## config.mk

```make
export PLATFORM = sky130hd
export DESIGN_NAME = timer_capture_sched
export DESIGN_NICKNAME = d
export VERILOG_FILES = /design/src/rtl/timer_capture_sched.sv
export SDC_FILE = /design/constraint.sdc
export NUM_CORES = 1
export LEC_CHECK = 0
export ABC_AREA = 1
export CELL_PAD_IN_SITES_DETAIL_PLACEMENT = 0
export CELL_PAD_IN_SITES_GLOBAL_PLACEMENT = 2
export CORE_MARGIN = 2
export CORE_UTILIZATION = 29
export CTS_CLUSTER_SIZE = 40
export DETAILED_ROUTE_END_ITERATION = 12
export PLACE_DENSITY = 0.88
export SLEW_MARGIN = 20
export SYNTH_ARGS = -nofsm -noshare
export SYNTH_HDL_FRONTEND = slang
export SYNTH_SLANG_ARGS = --single-unit
```

## constraint.sdc

```tcl
create_clock -name clk_in -period 10.2 [get_ports clk_in]
set_input_delay 1.53 -clock clk_in [delete_from_list [all_inputs] [get_ports clk_in]]
set_output_delay 1.53 -clock clk_in [all_outputs]
set_load 0.01 [all_outputs]
```

## src/rtl/timer_capture_sched.sv

```systemverilog
// -----------------------------------------------------------------------------
// timer_capture_sched
//
// Capture scheduler for the multi-channel timer. Capture requests from
// NB_CAPTURES requesters are latched into pending bits. A round-robin arbiter
// picks one pending channel at a time. The scheduler pulses that channel's
// capture strobe, waits CAP_LATENCY cycles, then reads the captured slice
// back. The value is pushed, tagged with its channel index, into a small
// first-word-fall-through record FIFO with a valid/ready interface. The
// block also owns the timer's run/stop level and the capture-bank reset pulse.
//
// Build option:
//   TIMER_CAPTURE_SCHED_DROP_CNT_EN - when defined, drop_cnt_out is a
//   saturating 8-bit count of merged requests. When undefined, it is tied
//   to 0 and no counter logic is built.
//
// Ports:
//   clk_in                 single clock
//   rst_in                 asynchronous active-high reset
//   start_cmd_in           start pulse (sets the run flag)
//   stop_cmd_in            stop pulse (clears the run flag; wins over start)
//   req_in                 per-requester one-cycle capture request
//   timer_start_out        registered run level to the timer
//   timer_rst_capture_out  one-cycle capture-bank reset on each stop->run edge
//   timer_capture_out      one-hot, one-cycle capture strobe
//   timer_captured_in      timer capture registers, channel i at
//                          [i*TIMER_BITWIDTH +: TIMER_BITWIDTH]
//   rec_valid_out          record FIFO head valid
//   rec_ready_in           consumer ready (pop on valid && ready)
//   rec_data_out           captured value at the FIFO head
//   rec_idx_out            channel index at the FIFO head
//   busy_out               FSM not idle, or at least one request pending
//   drop_cnt_out           merged-request counter
// -----------------------------------------------------------------------------
module timer_capture_sched #(
  parameter int TIMER_BITWIDTH = 32,
  parameter int NB_CAPTURES    = 10,
  parameter int CAP_LATENCY    = 1,
  parameter int FIFO_DEPTH     = 4,
  localparam int IDX_W         = $clog2(NB_CAPTURES)
) (
  input  logic                                  clk_in,
  input  logic                                  rst_in,
  input  logic                                  start_cmd_in,
  input  logic                                  stop_cmd_in,
  input  logic [NB_CAPTURES-1:0]                req_in,
  output logic                                  timer_start_out,
  output logic                                  timer_rst_capture_out,
  output logic [NB_CAPTURES-1:0]                timer_capture_out,
  input  logic [NB_CAPTURES*TIMER_BITWIDTH-1:0] timer_captured_in,
  output logic                                  rec_valid_out,
  input  logic                                  rec_ready_in,
  output logic [TIMER_BITWIDTH-1:0]             rec_data_out,
  output logic [IDX_W-1:0]                      rec_idx_out,
  output logic                                  busy_out,
  output logic [7:0]                            drop_cnt_out
);

  localparam int CNT_W  = $clog2(CAP_LATENCY + 1);
  localparam int PTR_W  = $clog2(FIFO_DEPTH);
  localparam int FCNT_W = $clog2(FIFO_DEPTH + 1);
  localparam int REC_W  = IDX_W + TIMER_BITWIDTH;

  typedef enum logic [1:0] {
    ST_IDLE   = 2'd0,
    ST_STROBE = 2'd1,
    ST_WAIT   = 2'd2
  } state_t;

  // ---------------------------------------------------------------------------
  // Declarations
  // ---------------------------------------------------------------------------
  state_t                   state_reg, state_next;
  logic [CNT_W-1:0]         cnt_reg, cnt_next;
  logic                     run_reg, run_next;
  logic                     rst_capture_reg;
  logic [NB_CAPTURES-1:0]   capture_reg;
  logic                     busy_reg;
  logic [NB_CAPTURES-1:0]   pending_reg, pending_next;
  logic [IDX_W-1:0]         last_grant_reg;
  logic [IDX_W-1:0]         winner;
  logic                     winner_found;
  logic                     grant;
  logic                     push;
  logic                     pop;
  logic [NB_CAPTURES-1:0]   grant_mask;

  logic [TIMER_BITWIDTH-1:0] slice [NB_CAPTURES];

  logic [REC_W-1:0]         mem [FIFO_DEPTH];
  logic [PTR_W-1:0]         wr_ptr_reg, wr_ptr_next;
  logic [PTR_W-1:0]         rd_ptr_reg, rd_ptr_next;
  logic [FCNT_W-1:0]        fifo_count_reg, fifo_count_next;
  logic [FCNT_W-1:0]        count_after_pop;
  logic                     fifo_has_space;
  logic [REC_W-1:0]         push_rec;
  logic [REC_W-1:0]         head_rec;
  logic                     rec_valid_reg;
  logic [TIMER_BITWIDTH-1:0] rec_data_reg;
  logic [IDX_W-1:0]         rec_idx_reg;

  // ---------------------------------------------------------------------------
  // Unpack the timer capture bus into per-channel slices
  // ---------------------------------------------------------------------------
  genvar gi;
  generate
    for (gi = 0; gi < NB_CAPTURES; gi++) begin : g_slice
      assign slice[gi] = timer_captured_in[gi*TIMER_BITWIDTH +: TIMER_BITWIDTH];
    end
  endgenerate

  // ---------------------------------------------------------------------------
  // Run flag: stop wins over start
  // ---------------------------------------------------------------------------
  always_comb begin
    run_next = run_reg;
    if (stop_cmd_in) begin
      run_next = 1'b0;
    end else if (start_cmd_in) begin
      run_next = 1'b1;
    end
  end

  // ---------------------------------------------------------------------------
  // Round-robin arbiter: first pending channel at or after last_grant+1
  // ---------------------------------------------------------------------------
  always_comb begin
    int cand;
    cand         = 0;
    winner       = '0;
    winner_found = 1'b0;
    for (int k = 0; k < NB_CAPTURES; k++) begin
      cand = int'(last_grant_reg) + 1 + k;
      if (cand >= NB_CAPTURES) begin
        cand = cand - NB_CAPTURES;
      end
      if (!winner_found && pending_reg[IDX_W'(cand)]) begin
        winner       = IDX_W'(cand);
        winner_found = 1'b1;
      end
    end
  end

  assign fifo_has_space = (fifo_count_reg < FCNT_W'(FIFO_DEPTH));

  // ---------------------------------------------------------------------------
  // Capture sequencing FSM
  // ---------------------------------------------------------------------------
  always_ff @(posedge clk_in or posedge rst_in) begin
    if (rst_in) begin
      state_reg <= ST_IDLE;
      cnt_reg   <= '0;
    end else begin
      state_reg <= state_next;
      cnt_reg   <= cnt_next;
    end
  end

  always_comb begin
    state_next = state_reg;
    cnt_next   = cnt_reg;
    grant      = 1'b0;
    push       = 1'b0;
    case (state_reg)
      ST_IDLE: begin
        // Only one capture is ever in flight, so free space at grant time
        // guarantees the FIFO cannot overflow when the record arrives.
        if (run_reg && winner_found && fifo_has_space) begin
          grant      = 1'b1;
          state_next = ST_STROBE;
        end
      end
      ST_STROBE: begin
        state_next = ST_WAIT;
        cnt_next   = CNT_W'(CAP_LATENCY);
      end
      ST_WAIT: begin
        if (cnt_reg <= CNT_W'(1)) begin
          push       = 1'b1;
          state_next = ST_IDLE;
        end else begin
          cnt_next = cnt_reg - 1'b1;
        end
      end
      default: begin
        state_next = ST_IDLE;
      end
    endcase
  end

  always_comb begin
    grant_mask = '0;
    if (grant) begin
      grant_mask[winner] = 1'b1;
    end
  end

  // ---------------------------------------------------------------------------
  // Pending bits. A request in the cycle its channel is granted re-arms the
  // bit rather than being merged into the grant.
  // ---------------------------------------------------------------------------
  always_comb begin
    pending_next = pending_reg;
    if (stop_cmd_in) begin
      pending_next = '0;
    end else if (run_reg) begin
      pending_next = (pending_reg & ~grant_mask) | req_in;
    end
  end

  // ---------------------------------------------------------------------------
  // Control registers and registered outputs
  // ---------------------------------------------------------------------------
  always_ff @(posedge clk_in or posedge rst_in) begin
    if (rst_in) begin
      run_reg         <= 1'b0;
      rst_capture_reg <= 1'b0;
      capture_reg     <= '0;
      busy_reg        <= 1'b0;
      pending_reg     <= '0;
      last_grant_reg  <= IDX_W'(NB_CAPTURES - 1);
    end else begin
      run_reg         <= run_next;
      rst_capture_reg <= run_next & ~run_reg;
      capture_reg     <= grant_mask;
      busy_reg        <= (state_next != ST_IDLE) || (|pending_next);
      pending_reg     <= pending_next;
      if (grant) begin
        last_grant_reg <= winner;
      end
    end
  end

  // ---------------------------------------------------------------------------
  // Record FIFO (first-word-fall-through with a registered head)
  // last_grant_reg names the channel in flight for the whole STROBE/WAIT span.
  // ---------------------------------------------------------------------------
  function automatic logic [PTR_W-1:0] ptr_inc(input logic [PTR_W-1:0] p);
    if (p == PTR_W'(FIFO_DEPTH - 1)) begin
      return '0;
    end
    return p + 1'b1;
  endfunction

  assign pop      = rec_valid_reg & rec_ready_in;
  assign push_rec = {last_grant_reg, slice[last_grant_reg]};

  always_comb begin
    wr_ptr_next     = push ? ptr_inc(wr_ptr_reg) : wr_ptr_reg;
    rd_ptr_next     = pop  ? ptr_inc(rd_ptr_reg) : rd_ptr_reg;
    count_after_pop = pop  ? (fifo_count_reg - 1'b1) : fifo_count_reg;
    fifo_count_next = push ? (count_after_pop + 1'b1) : count_after_pop;
    // If nothing older survives the pop, the new head is the record being
    // pushed this cycle; it is not in the storage array yet.
    if (count_after_pop == '0) begin
      head_rec = push_rec;
    end else begin
      head_rec = mem[rd_ptr_next];
    end
  end

  always_ff @(posedge clk_in) begin
    if (push) begin
      mem[wr_ptr_reg] <= push_rec;
    end
  end

  always_ff @(posedge clk_in or posedge rst_in) begin
    if (rst_in) begin
      wr_ptr_reg     <= '0;
      rd_ptr_reg     <= '0;
      fifo_count_reg <= '0;
      rec_valid_reg  <= 1'b0;
      rec_data_reg   <= '0;
      rec_idx_reg    <= '0;
    end else begin
      wr_ptr_reg     <= wr_ptr_next;
      rd_ptr_reg     <= rd_ptr_next;
      fifo_count_reg <= fifo_count_next;
      rec_valid_reg  <= (fifo_count_next != '0);
      // Head registers hold their last value while the FIFO is empty.
      if (fifo_count_next != '0) begin
        rec_idx_reg  <= head_rec[REC_W-1 -: IDX_W];
        rec_data_reg <= head_rec[TIMER_BITWIDTH-1:0];
      end
    end
  end

  // ---------------------------------------------------------------------------
  // Merged-request counter
  // ---------------------------------------------------------------------------
`ifdef TIMER_CAPTURE_SCHED_DROP_CNT_EN
  logic [7:0]             drop_cnt_reg;
  logic [NB_CAPTURES-1:0] drop_vec;
  int                     drop_sum;

  always_comb begin
    drop_vec = '0;
    if (run_reg && !stop_cmd_in) begin
      drop_vec = req_in & pending_reg & ~grant_mask;
    end
    drop_sum = int'(drop_cnt_reg);
    for (int k = 0; k < NB_CAPTURES; k++) begin
      drop_sum = drop_sum + int'(drop_vec[k]);
    end
  end

  always_ff @(posedge clk_in or posedge rst_in) begin
    if (rst_in) begin
      drop_cnt_reg <= '0;
    end else if (drop_sum > 255) begin
      drop_cnt_reg <= 8'hFF;
    end else begin
      drop_cnt_reg <= 8'(drop_sum);
    end
  end

  assign drop_cnt_out = drop_cnt_reg;
`else
  assign drop_cnt_out = 8'd0;
`endif

  // ---------------------------------------------------------------------------
  // Output assignments
  // ---------------------------------------------------------------------------
  assign timer_start_out       = run_reg;
  assign timer_rst_capture_out = rst_capture_reg;
  assign timer_capture_out     = capture_reg;
  assign rec_valid_out         = rec_valid_reg;
  assign rec_data_out          = rec_data_reg;
  assign rec_idx_out           = rec_idx_reg;
  assign busy_out              = busy_reg;

endmodule

```

==> PnR_summary.wiki <==
{| class="wikitable"
! Metric !! Value
|-
| Gate count of the mapped netlist || 1812
|-
| Final critical-path share of the clock period || 0.5557
|-
| Worst r2r src || last_grant_reg[0]
|-
| Sum of internal, switching and leakage power || 7539 uW
|-
| Clock insertion delay at the later pin of the skew report || between 0.5 and 0.6 ns
|-
| Global Route Usage Sum || 0.2184
|-
| Core area || about 48000 um2
|-
| Worst ir drop on vdd || 0.0001656 V
|-
| Accumulated negative setup slack || 0 ns
|-
| Total power per unit cell area || between 300 and 400 nW/um2
|-
| Initial cell density of the core || 0.2934
|-
| Number of rows in the core area || 80
|-
| R2r endpoint || busy_out
|-
| Kind of path behind the tightest hold check || reg2reg
|-
| Critical path peak fanout || a little under 80
|-
| Sequential area share after synthesis || 0.4402
|-
| Total cell area at the placement stage || ~18000 um2
|-
| Critical path launch point type || flop
|-
| Max-cap violation count || 0
|-
| Number of filler instances in the final layout || 4844
|-
| Clk sink count || ~220
|-
| Number of buffers inserted by port buffering || 384
|-
| Initial antenna violation count || 0
|-
| Number of unique standard cell types used by synthesis || 52
|-
| Worst setup path startpoint || last_grant_reg[0]
|-
| Pin count of the biggest net entering global routing || a little under 100
|-
| Required @ worst endpoint || 10.60 ns
|-
| Vertical die dimension || around 220 um
|-
| Count of endpoints failing setup in the final report || 0
|-
| First-iteration detailed-routing DRC count || 1250
|-
| Slew of the pin with the lowest slew margin || approximately 1.1 ns
|-
| Number of enable-type register cells in the synthesized netlist || about 140
|-
| Worst reg-to-reg path cell count || 27
|-
| Reg2reg setup slack || 4.53 ns
|-
| Maximum buffer depth of the clock tree || 3
|-
| Flops & latches, synth || between 200 and 250
|-
| Final RePlAce weighted congestion || 0.9374
|-
| Worst relative slew slack || 0.2789
|-
| Worst-path clk slew || 0.06 ns
|-
| Synthesized cell area || about 14000 um2
|-
| Fraction of layout cells with a size suffix above 1 || 0.06410
|-
| DRC || 0
|-
| Worst Hold Launch || state_reg[1]
|-
| Routed vias/inst || 5.193
|-
| Top-level port count || between 300 and 400
|-
| Most frequent standard cell in the layout excluding fill and tap cells || nand2_1
|-
| Root buffer cell || clkbuf_16
|-
| Classification of the worst setup path || reg2reg
|-
| H-tree levels || 1
|-
| Register with the most flip-flops || mem
|-
| Asr flop ratio synth || 0.3364
|-
| Global-route wire length before repair || 84400 um
|-
| Number of nets in the layout || around 2500
|-
| Post-CTS repair timing setup buffer count || 0
|-
| RSZ-0062 raised after global routing || no
|-
| Arrival time at the worst endpoint || 6.07 ns
|-
| Area of the die || approximately 50000 um2
|-
| Critical Path Sink || busy_out
|-
| Cts hold-fix bufs || 0
|-
| Number of flip-flops under the largest register name || 144
|-
| Final wirelength || 56220 um
|-
| Run status || complete, no violations
|-
| Worst slack on hold paths || 0.4808 ns
|-
| Avg Inst Size Synth || roughly 7.7 um2
|-
| Leading cell types in the layout, fill and taps excluded || nand2_1 (405), clkdlybuf4s50_1 (384), nor2_1 (294), o21ai_0 (218), edfxtp_1 (144)
|-
| Number of clock buffers inserted by TritonCTS || 24
|-
| Final period demand of the worst path || 5.668 ns
|-
| Total iterations of the first detailed-routing run || 7
|-
| Top_reg_cell synth || edfxtp_1
|-
| Number of global-route vias before repair || 13900
|-
| FMAX || 0.1764 GHz
|-
| Post-route ant nets || 0
|-
| Via total after detailed routing || 14370
|-
| Clock tree from TritonCTS || done
|-
| Sort of element at the end of the critical path || flop
|-
| Detailed Place HPWL || 39620 um
|-
| Post-route cell area || 19110 um2
|-
| Leakage component of the power || 0.007640 uW
|-
| Warning count from the yosys run || 0
|-
| Average wire per standard cell || 20.31 um
|-
| Global route overflow || 0
|-
| Number of inserted diodes || 0
|-
| Post-CTS Resized || 0
|-
| Fin. max-slew vios || 0
|-
| Final Hold Vio Count || 0
|-
| Synth-to-layout area growth || 36.72%
|-
| Worst Clk Skew || 0.01585 ns
|-
| Width of the chip || 223.6 um
|}
-- how the worst min path moves through the flow --
stage / cells after the start / end / slack, ns
after global placement: 1 / state_reg[1] / 0.46
after detailed placement: 1 / state_reg[1] / 0.48
after CTS: 1 / state_reg[1] / 0.48
final: 1 / state_reg[1] / 0.48
after global routing: 1 / state_reg[1] / 0.53
after floorplan: 1 / state_reg[1] / 0.44
-- cells by family (layout without fill, tap and decap cells) --
family | after synthesis | after routing | share of synthesized area
XOR/XNOR | 18 | 18 | 0.01343
flip-flops | 217 | 217 | 0.4402
AND/OR/NAND/NOR | 879 | 879 | 0.2673
buffers and inverters | 248 | 582 | 0.07062
AO/OA/AOI/OAI | 424 | 424 | 0.1859
adder cells (fa/ha/maj) | 25 | 25 | 0.02238
other | 1 | 8 | 0.0002682
-- critical path, cell delays in order, from the launching register on --
cell and delay (ns):
dfstp_4 0.83, inv_4 0.36, ha_1 0.87, inv_2 0.25, ha_1 0.28, inv_1 0.09
a21oi_1 0.08, xnor2_2 0.31, o21ai_1 0.12, nand2_2 0.19, xor2_2 0.32, nand2_1 0.10
o211ai_1 0.09, nand3_1 0.10, nand2_1 0.21, inv_1 0.13, nand3_1 0.13, nor2_1 0.07
nor2_1 0.21, nand3_2 0.11, nor2_2 0.14, nand2_1 0.11, nand2_1 0.07, nand2_1 0.04
nand2_1 0.06, nand2_1 0.05, nor2_1 0.11, nand3_1 0.08
-- power breakdown --
part           internal (uW)  leakage (uW)  switching, uW
Combinational           1640       0.00507           3620
Clock                    493      0.000378            344
Sequential              1310       0.00219            130
Total                   3440       0.00764           4100
-- metal layers --
metal	track usage	up-vias	wire length [um]
li1	-	6867	-
met1	0.3067	6909	25170
met2	0.3599	510	26320
met3	0.02505	87	3384
met4	0.05269	0	1341
met5	0	-	0
-- Yosys cell counts (25+ instances only) --
cell,count,area share
inv_1,113,0.030
o221ai_1,49,0.031
nand3_1,103,0.037
o21ai_0,218,0.078
nand2_1,407,0.11
ha_1,25,0.022
nor2_1,298,0.080
clkbuf_1,95,0.026
dfrtp_1,71,0.13
a31oi_1,36,0.016
o22ai_1,51,0.023
edfxtp_1,144,0.31
-- cell type report --
type	instances	area [um2]	area share
clock inverter	13	130.1	0.006808
multi-input combinational	1354	6909	0.3615
timing repair buffer	406	4009	0.2097
sequential	217	6160	0.3223
tap	615	769.5	0.04026
clock buffer	31	636.9	0.03332
inverter	132	499.2	0.02612
-- metrics by stage --
stage | worst slack [ns] | util | cells
finish | 4.532 | 0.4012 | 2768
CTS | 4.569 | 0.4012 | 2768
detailed placement | 4.606 | 0.3851 | 2724
global route | 3.973 | 0.4012 | 2768
floorplan | 5.517 | - | 1819
global placement | 4.643 | 0.3851 | 2724
(Power assumes the default switching activity.)
